$ cat config.mk
export PLATFORM = sky130hd
export DESIGN_NAME = aes_enc_round_lanes
export DESIGN_NICKNAME = d
export VERILOG_FILES = /design/src/rtl/aes_round_pkg.sv /design/src/rtl/aes_mixcolumns.sv /design/src/rtl/aes_enc_round_lanes.sv
export SDC_FILE = /design/constraint.sdc
export NUM_CORES = 1
export LEC_CHECK = 0
export CORE_AREA = 2 2 182 184
export CTS_BUF_LIST = sky130_fd_sc_hd__clkbuf_8
export CTS_CLUSTER_DIAMETER = 120
export DETAILED_ROUTE_END_ITERATION = 16
export DIE_AREA = 0 0 184 186
export PLACE_DENSITY = 0.92
export SLEW_MARGIN = 0
export SYNTH_ARGS = -nofsm -noshare
export SYNTH_HDL_FRONTEND = slang
export SYNTH_HIERARCHICAL = 1
export SYNTH_SLANG_ARGS = --single-unit
export TNS_END_PERCENT = 100
$ cat constraint.sdc
create_clock -name clk -period 16.65 [get_ports clk]
set_input_delay 2.4975 -clock clk [delete_from_list [all_inputs] [get_ports clk]]
set_output_delay 2.4975 -clock clk [all_outputs]
set_load 0.05 [all_outputs]
$ cat src/rtl/aes_round_pkg.sv
// Shared types and GF(2^8) helpers for the AES encryption round engine.
// GF arithmetic uses the AES field polynomial 0x11B.
package aes_round_pkg;

    localparam int AES_WORDS = 4;

    typedef enum logic [1:0] {
        IDLE,
        SBOX,
        MAIN,
        DONE
    } round_state_t;

    function automatic logic [7:0] xtime(input logic [7:0] b);
        return {b[6:0], 1'b0} ^ (8'h1b & {8{b[7]}});
    endfunction

    function automatic logic [7:0] gm2(input logic [7:0] b);
        return xtime(b);
    endfunction

    function automatic logic [7:0] gm3(input logic [7:0] b);
        return xtime(b) ^ b;
    endfunction

    function automatic logic [31:0] mixw(input logic [31:0] w);
        logic [7:0] b0, b1, b2, b3;
        {b0, b1, b2, b3} = w;
        return {gm2(b0) ^ gm3(b1) ^ b2 ^ b3,
                b0 ^ gm2(b1) ^ gm3(b2) ^ b3,
                b0 ^ b1 ^ gm2(b2) ^ gm3(b3),
                gm3(b0) ^ b1 ^ b2 ^ gm2(b3)};
    endfunction

    // Word c of the result takes row r from input word (c + r) mod 4.
    function automatic logic [127:0] shiftrows(input logic [127:0] s);
        logic [31:0] w0, w1, w2, w3;
        {w0, w1, w2, w3} = s;
        return {w0[31:24], w1[23:16], w2[15:8], w3[7:0],
                w1[31:24], w2[23:16], w3[15:8], w0[7:0],
                w2[31:24], w3[23:16], w0[15:8], w1[7:0],
                w3[31:24], w0[23:16], w1[15:8], w2[7:0]};
    endfunction

    function automatic logic [127:0] mixcolumns(input logic [127:0] s);
        return {mixw(s[127:96]), mixw(s[95:64]), mixw(s[63:32]), mixw(s[31:0])};
    endfunction

endpackage

$ cat src/rtl/aes_mixcolumns.sv
// Combinational AES MixColumns over a full 128-bit state.
module aes_mixcolumns
    import aes_round_pkg::*;
(
    input  logic [127:0] block,
    output logic [127:0] mixed
);

    assign mixed = mixcolumns(block);

endmodule

$ cat src/rtl/aes_enc_round_lanes.sv
// AES encryption round with SubBytes time-multiplexed over an external S-box bank.
// Optional feature macro: AES_ROUND_FINAL_EN (honour final_round, skipping MixColumns).
module aes_enc_round_lanes
    import aes_round_pkg::*;
#(
    parameter int NUM_LANES = 1
) (
    input  logic                   clk,
    input  logic                   reset,
    input  logic                   in_valid,
    output logic                   in_ready,
    input  logic [127:0]           block_i,
    input  logic [127:0]           round_key,
    input  logic                   final_round,
    output logic [32*NUM_LANES-1:0] sboxw_i,
    input  logic [32*NUM_LANES-1:0] sboxw_o,
    output logic [127:0]           block_o,
    output logic                   out_valid,
    input  logic                   out_ready
);

    if (!(NUM_LANES == 1 || NUM_LANES == 2 || NUM_LANES == 4)) begin : g_bad_lanes
        $error("aes_enc_round_lanes: NUM_LANES must be 1, 2 or 4");
    end

    localparam int         STEPS     = AES_WORDS / NUM_LANES;
    localparam logic [1:0] LAST_STEP = 2'(STEPS - 1);

    round_state_t state_q;
    logic [1:0]   step_ctr;
    logic [127:0] blk_q;
    logic [127:0] key_q;
    logic [127:0] shifted;
    logic [127:0] mixed;
    logic [127:0] round_out;
    logic         accept;

    assign in_ready = (state_q == IDLE) || (state_q == DONE && out_ready);
    assign accept   = in_valid && in_ready;
    assign block_o  = blk_q;
    assign shifted  = shiftrows(blk_q);

    aes_mixcolumns u_mix (
        .block (shifted),
        .mixed (mixed)
    );

`ifdef AES_ROUND_FINAL_EN
    logic mode_q;

    always_ff @(posedge clk or posedge reset) begin
        if (reset)
            mode_q <= 1'b0;
        else if (accept)
            mode_q <= final_round;
    end

    assign round_out = (mode_q ? shifted : mixed) ^ key_q;
`else
    logic unused_final_round;

    assign unused_final_round = final_round;
    assign round_out          = mixed ^ key_q;
`endif

    // NOTE: every output of a combinational block gets a default first, so no path can infer a latch.
    always_comb begin
        sboxw_i = '0;
        if (state_q == SBOX) begin
            for (int k = 0; k < NUM_LANES; k++)
                sboxw_i[32*(NUM_LANES-k)-1 -: 32] =
                    blk_q[127-32*(int'(step_ctr)*NUM_LANES+k) -: 32];
        end
    end

    // NOTE: sequential state uses non-blocking assignments so every register samples pre-edge values.
    always_ff @(posedge clk or posedge reset) begin
        if (reset) begin
            state_q   <= IDLE;
            step_ctr  <= '0;
            blk_q     <= '0;
            key_q     <= '0;
            out_valid <= 1'b0;
        end else begin
            case (state_q)
                IDLE, DONE: begin
                    if (accept) begin
                        blk_q     <= block_i;
                        key_q     <= round_key;
                        step_ctr  <= '0;
                        out_valid <= 1'b0;
                        state_q   <= SBOX;
                    end else if (state_q == DONE && out_ready) begin
                        out_valid <= 1'b0;
                        state_q   <= IDLE;
                    end
                end
                SBOX: begin
                    for (int k = 0; k < NUM_LANES; k++)
                        blk_q[127-32*(int'(step_ctr)*NUM_LANES+k) -: 32] <=
                            sboxw_o[32*(NUM_LANES-k)-1 -: 32];
                    step_ctr <= step_ctr + 2'd1;
                    if (step_ctr == LAST_STEP)
                        state_q <= MAIN;
                end
                MAIN: begin
                    blk_q     <= round_out;
                    out_valid <= 1'b1;
                    state_q   <= DONE;
                end
                default: state_q <= IDLE;
            endcase
        end
    end

endmodule

Yosys cells after proc, flatten, opt, wreduce, memory -nomap -nowiden
Cells that the tools add are included.

Register bits: 261.

Multiplexer cells: 13. Reductions and logical operators: 11. Bitwise gates (word level): 81. Eq/ne operators: 7. Add/sub/neg operators: 3. Shifts and indexed selects: 3.

Operators by type and width (count): $xor 8x8->8 (64); $pmux 128 s3 (1); $shift 32x33->159 const A (1); $shiftx 159x8->32 (1); $shiftx 32x33->159 (1); $bwmux 128 (1); $mux 128 (1); $xor 128x128->128 (1); $xor 8x5->8 (16); $neg 8->33 (1); $mux 32 (1); $mux 2 (4); $reduce_and 2->1 (4); $sub 7x7->8 const A (1); $eq 2x2->1 const B (3); $pmux 2 s3 (1); $pmux 2 s2 (1); $reduce_bool 2->1 (2); $ne 3x3->1 const B (1); $add 2x1->2 const B (1); $eq 2x1->1 const B (1); $logic_and 1x1->1 (2); $logic_not 2->1 (1); $mux 1 (2); 5 further kinds (5).

Logic depth before layout (Yosys ltp)
Gate-level depths: netlist of the first run.

Depth after elaboration: 7. Gate-level depth with buffers: 9.

Hierarchy
Netlist of the first run, hierarchy kept.

Modules (own cells, without submodules): aes_enc_round_lanes (area an instance 13615.6 µm², cells each 1144, times used 1); aes_mixcolumns (area an instance 3952.5 µm², cells each 443, times used 1).

Worst setup path after synthesis of the first run
OpenSTA, ideal clock, no wires.

Path type: input to output. Start point: input port out_ready. End point: output port in_ready. Stages: 2. Slack: 11.321 ns. Data required time: 14.152 ns. Arrival time: 2.831 ns. Path buffers: 0. Path through: a21oi_2 inv_2.

Word-level cells in the longest chain between the ends: 2.

RTL lines: start: declaration (line aes_enc_round_lanes.sv:19) `input logic out_ready`; $logic_and 1x1->1 (line aes_enc_round_lanes.sv:38) `assign in_ready = (state_q == IDLE) || (state_q == DONE && out_ready);`; $logic_or 1x1->1 (line aes_enc_round_lanes.sv:38); end: declaration (line aes_enc_round_lanes.sv:11) `output logic in_ready,`.

No other way between the ends.

Final worst setup path of the first run
Same ends and word-level chain as after synthesis.

==> flow_metrics.tcl, run 1 <==
set metrics [dict create \
    outcome "completed" \
    synth_commonest_cells "346 x xnor2_1, 261 x dfrtp_1, 198 x xor2_1" \
    reg2reg_slack_ns 12.75 \
    die-area_um2 34200 \
    grt_max_degree 113 \
    synth_edf_count 0 \
    synth_ff_type "dfrtp_1" \
    fmax_mhz 149 \
    start_kind "input pin" \
    layout-drive-gt1-share 0.135 \
    timing.final.crit_period_ns 6.70 \
    r2r_cells 6 \
    die_y_um 186 \
    place_congestion 1.01 \
    ios 455 \
    path_class "in -> out" \
    area_growth_syn_to_layout_pct 32.7 \
    nNetsFinal 2303 \
    synth.distinct_cells 44 \
    dr.pass1.iters 9 \
    drv_slew 0 \
    h-tree-depth 2 \
    r2r-end "key_q[113]" \
    avgViaCountPerCell 6.72 \
    vias 16500 \
    post_drt_wl_per_cell_um 32.9 \
    drt-initial-drc-count 2586 \
    rows 66 \
    startpoint "out_ready" \
    synthArstFlopShare 1.00 \
    rr_startpoint "state_q[0]" \
    numCtsBuffers 47 \
    synth-seq-area-share 0.372 \
    critical_path.max_fanout 3 \
    postSynthCellCount 1587 \
    end_kind "output pin" \
    yosysTopAreaCell "dfrtp_1" \
    rsz0062_at_grt "false" \
    core_um2 32200 \
    max_slew_margin 0.116 \
    clock_skew_ns 0.0411 \
    path_clk_slew_ns 0.07 \
    ys_warn_count 6 \
    ant_nets 0 \
    avgSynthCellArea_um2 11.1 \
    yosys.cell_count.top_type "xnor2_1" \
    worstMarginPinSlew_ns 1.33 \
    grt_usage 0.461 \
    first_global_vias 16000 \
    portBuffers 453 \
    grt_remaining_overflow 0 \
    antenna_found_initial 7 \
    cts_hold_buf 0 \
    cts_tree "built" \
    fin_crit_sh 0.402 \
    max-clock-path-buffers 3 \
    setup_tns_ns 0 \
    hp-class "reg -> reg" \
    clkLatencyLatePin_ns 0.58 \
    start_util 0.545 \
    yosys_register_bits 261 \
    required_ns 14.15 \
    clockRootBuffer "clkbuf_8" \
    postCtsSetupBuffers 0 \
    post_cts_resize_count 0 \
    cts_sinks 261 \
    endpoint "in_ready" \
    setup_viol 0 \
    syn_area_um2 17600 \
    netlist_top_cells_area "dfrtp_1 37%, xnor2_1 17%, xor2_1 9.9%, mux2_2 7.6%, mux4_2 4.1%" \
    grt_pass1_wl_um 112000 \
    hold_viol 0 \
    wl_um 80500 \
    drcViolationCount 0 \
    fp.dieW_um 184 \
    synth_top_area_share 0.372 \
    drv_cap 0 \
    hpwl_um 58600 \
    synth.net_count 1888 \
    arrival_ns 4.20 \
]
## area by class of cell
class | count | area [um^2]
Tap cell | 408 | 510
Antenna cell | 5 | 12.5
Multi-Input combinational cell | 1209 | 10500
Inverter | 8 | 37.5
Clock inverter | 21 | 169
Timing Repair Buffer | 475 | 4700
Sequential cell | 261 | 6530
Fill cell | 2271 | 8900
Clock buffer | 62 | 853
## through the flow
stage                     hold WS, ns  utilization  std cells  instance area, um^2  worst slack (ns)
after floorplan                 0.479            -       1587                17600              6.97
after global placement          0.491        0.692       2361                22300              9.98
after detailed placement        0.500        0.692       2361                22300              9.97
after CTS                       0.515        0.723       2444                23300              9.96
after global routing            0.541        0.724       2447                23300              9.93
final                           0.513        0.724       2449                23300              9.95
## cell families after synthesis
kind of cell,after synthesis,synth area share
AO/OA/AOI/OAI,247,0.123
XOR/XNOR,559,0.285
adder cells (fa/ha/maj),8,0.00570
buffers and inverters,117,0.0338
flip-flops,261,0.372
multiplexers,160,0.123
AND/OR/NAND/NOR,235,0.0574
## state kept, by name, summed over array words and instances (netlist names)
signal and flops:
block_o 128, key_q 128, state_q 2, step_ctr 2, out_valid 1
## worst max-delay path, stage by stage
cell and delay (ns):
clkdlybuf4s50_1 0.47, a21oi_2 0.34, inv_2 0.11, clkdlybuf4s50_1 0.78
## placed cells by master, fill, tap and decap left out, drive strengths merged, types with 2 or more instances in the layout
master,count
a21o,2
a21oi,5
a221o,63
a221oi,3
a222oi,28
a22o,3
a22oi,39
a32oi,58
and2,35
and3,4
buf,22
bufinv,3
clkbuf,62
clkdlybuf4s50,453
clkinv,9
dfrtp,261
diode,5
ha,8
inv,17
mux2,128
mux4,32
nand2,124
nand2b,2
nand3,2
nor2,64
o211ai,32
o21ai,6
o2bb2ai,3
o31ai,2
xnor2,355
xor2,204
## per-layer routing
layer	track usage	part of all wire	wire [um]
met4	0.345	0.086	6930
met2	0.675	0.42	34000
met1	0.579	0.35	27900
met5	0	0.00015	12
met3	0.137	0.14	11700
## how the worst min path moves through the flow
stage / from / to / slack, ns / depth (start not counted)
floorplan: key_q[100] / key_q[100] / 0.48 / 1
global placement: key_q[8] / key_q[8] / 0.49 / 1
detailed placement: key_q[124] / key_q[124] / 0.50 / 1
CTS: key_q[124] / key_q[124] / 0.52 / 1
global route: key_q[31] / key_q[31] / 0.54 / 1
finish: key_q[124] / key_q[124] / 0.51 / 1
Power of run 1 is left out: the tool's default activity adds up to more than one toggle a clock period on the data nets, which glitch-free logic cannot reach.
==> inputs of run 2 (changes only) <==
Settings changed: CORE_AREA 2 2 182 184 to 2 2 199 201, DIE_AREA 0 0 184 186 to 0 0 201 203, PLACE_DENSITY 0.92 to 0.82.
Clock period 16.65 ns to 5.8 ns, I/O delays scaled along.
==> run 2 against run 1 <==
Net effect: clock skew up 0.00052 ns; sequential share of layout area down 0.23 points; count of clock-buffer cells in the layout up 3; worst setup slack worse by 8.4 ns; critical path type is now reg -> out; die area up 19%; final area up 0.84%; worst hold slack about the same.
==> flow_metrics.tcl, run 2 (synthesis results as in run 1) <==
set metrics [dict create \
    required_ns 4.93 \
    layout_common_cells "453 x clkdlybuf4s50_1, 346 x xnor2_1, 260 x dfrtp_1" \
    area_growth_syn_to_layout_pct 33.8 \
    layout_commonest_cell "clkdlybuf4s50_1" \
    hp-class "reg -> reg" \
    layout-drive-gt1-share 0.136 \
    cts_tree "built" \
    fin_util 0.611 \
    post_cts_resize_count 0 \
    drt-initial-drc-count 2490 \
    fmax_mhz 237 \
    avgViaCountPerCell 6.25 \
    start_util 0.457 \
    cts_hold_buf 0 \
    fill_cells 3195 \
    rows 72 \
    place_congestion 0.974 \
    wl_um 82400 \
    start_kind "register" \
    rsz0062_at_grt "false" \
    path_clk_slew_ns 0.06 \
    r2r_cells 6 \
    critical_path.max_fanout 38 \
    drv_slew 0 \
    die_y_um 203 \
    fin_crit_sh 0.728 \
    portBuffers 453 \
    hold_path_depth 1 \
    dp_slack_ns 2.22 \
    path_class "reg -> out" \
    setup_viol 0 \
    nNetsFinal 2307 \
    design_area_um2 23500 \
    postCtsSetupBuffers 0 \
    die-area_um2 40800 \
    drv_cap 0 \
    ios 455 \
    ant_nets 0 \
    grt_usage 0.396 \
    numCtsBuffers 49 \
    max_slew_margin 0.112 \
    antenna_found_initial 10 \
    outcome "completed" \
    fp.dieW_um 201 \
    clkLatencyLatePin_ns 0.64 \
    worstMarginPinSlew_ns 1.33 \
    setup_tns_ns 0 \
    dr.pass1.iters 6 \
    hold_viol 0 \
    grt_pass1_wl_um 115000 \
    clockRootBuffer "clkbuf_8" \
    worst_slack_ns 1.58 \
    clock_skew_ns 0.0416 \
    arrival_ns 3.35 \
    postPlaceCellArea_um2 22500 \
    timing.final.crit_period_ns 4.22 \
    cts_sinks 261 \
    hpwl_um 60800 \
    grt_remaining_overflow 0 \
    vias 16000 \
    drcViolationCount 0 \
    max-clock-path-buffers 3 \
    grt_max_degree 147 \
    end_kind "output pin" \
    core_um2 38500 \
    post_drt_wl_per_cell_um 32.1 \
    first_global_vias 15800 \
    h-tree-depth 2 \
]
run 2: final timing paths:
| path | from | endpoint | slack, ns |
|---|---|---|---|
| min in group asynchronous | reset | block_o[0] | 0.85 |
| min | key_q[6] | key_q[6] | 0.51 |
| min reg2reg | key_q[6] | key_q[6] | 0.51 |
| max in group asynchronous | reset | block_o[71] | 3.77 |
| max reg2reg | state_q[0] | block_o[10] | 2.50 |
| max | step_ctr[0] | sboxw_i[0] | 1.58 |
run 2: critical path, stage by stage (launching register included):
cell and delay, ns:
dfrtp_2 1.12, mux4_2 0.61, and2_1 0.24, clkdlybuf4s50_1 0.73
run 2: final cells by class:
cell class                      count  area [um^2]  share of cell area
Antenna cell                        5         12.5            0.000532
Clock buffer                       65          895              0.0381
Clock inverter                     22          149             0.00633
Inverter                            8         33.8             0.00144
Multi-Input combinational cell   1209        10500               0.446
Sequential cell                   261         6530               0.278
Tap cell                          518          648              0.0276
Timing Repair Buffer              477         4750               0.202
run 2: layer usage:
layer	GRT usage	vias up	part of all wire
met5	0	-	0.00035
met4	0.264	4	0.074
met3	0.114	271	0.13
met2	0.573	1328	0.42
met1	0.515	7946	0.38
li1	-	6478	-
run 2: metrics by stage:
step,hold slack (ns),instances
2_1_floorplan,0.479,1587
3_3_place_gp,0.490,2473
3_5_place_dp,0.500,2473
4_1_cts,0.514,2560
5_1_grt,0.538,2563
6_report,0.513,2565
Power of run 2 is left out for the same reason.
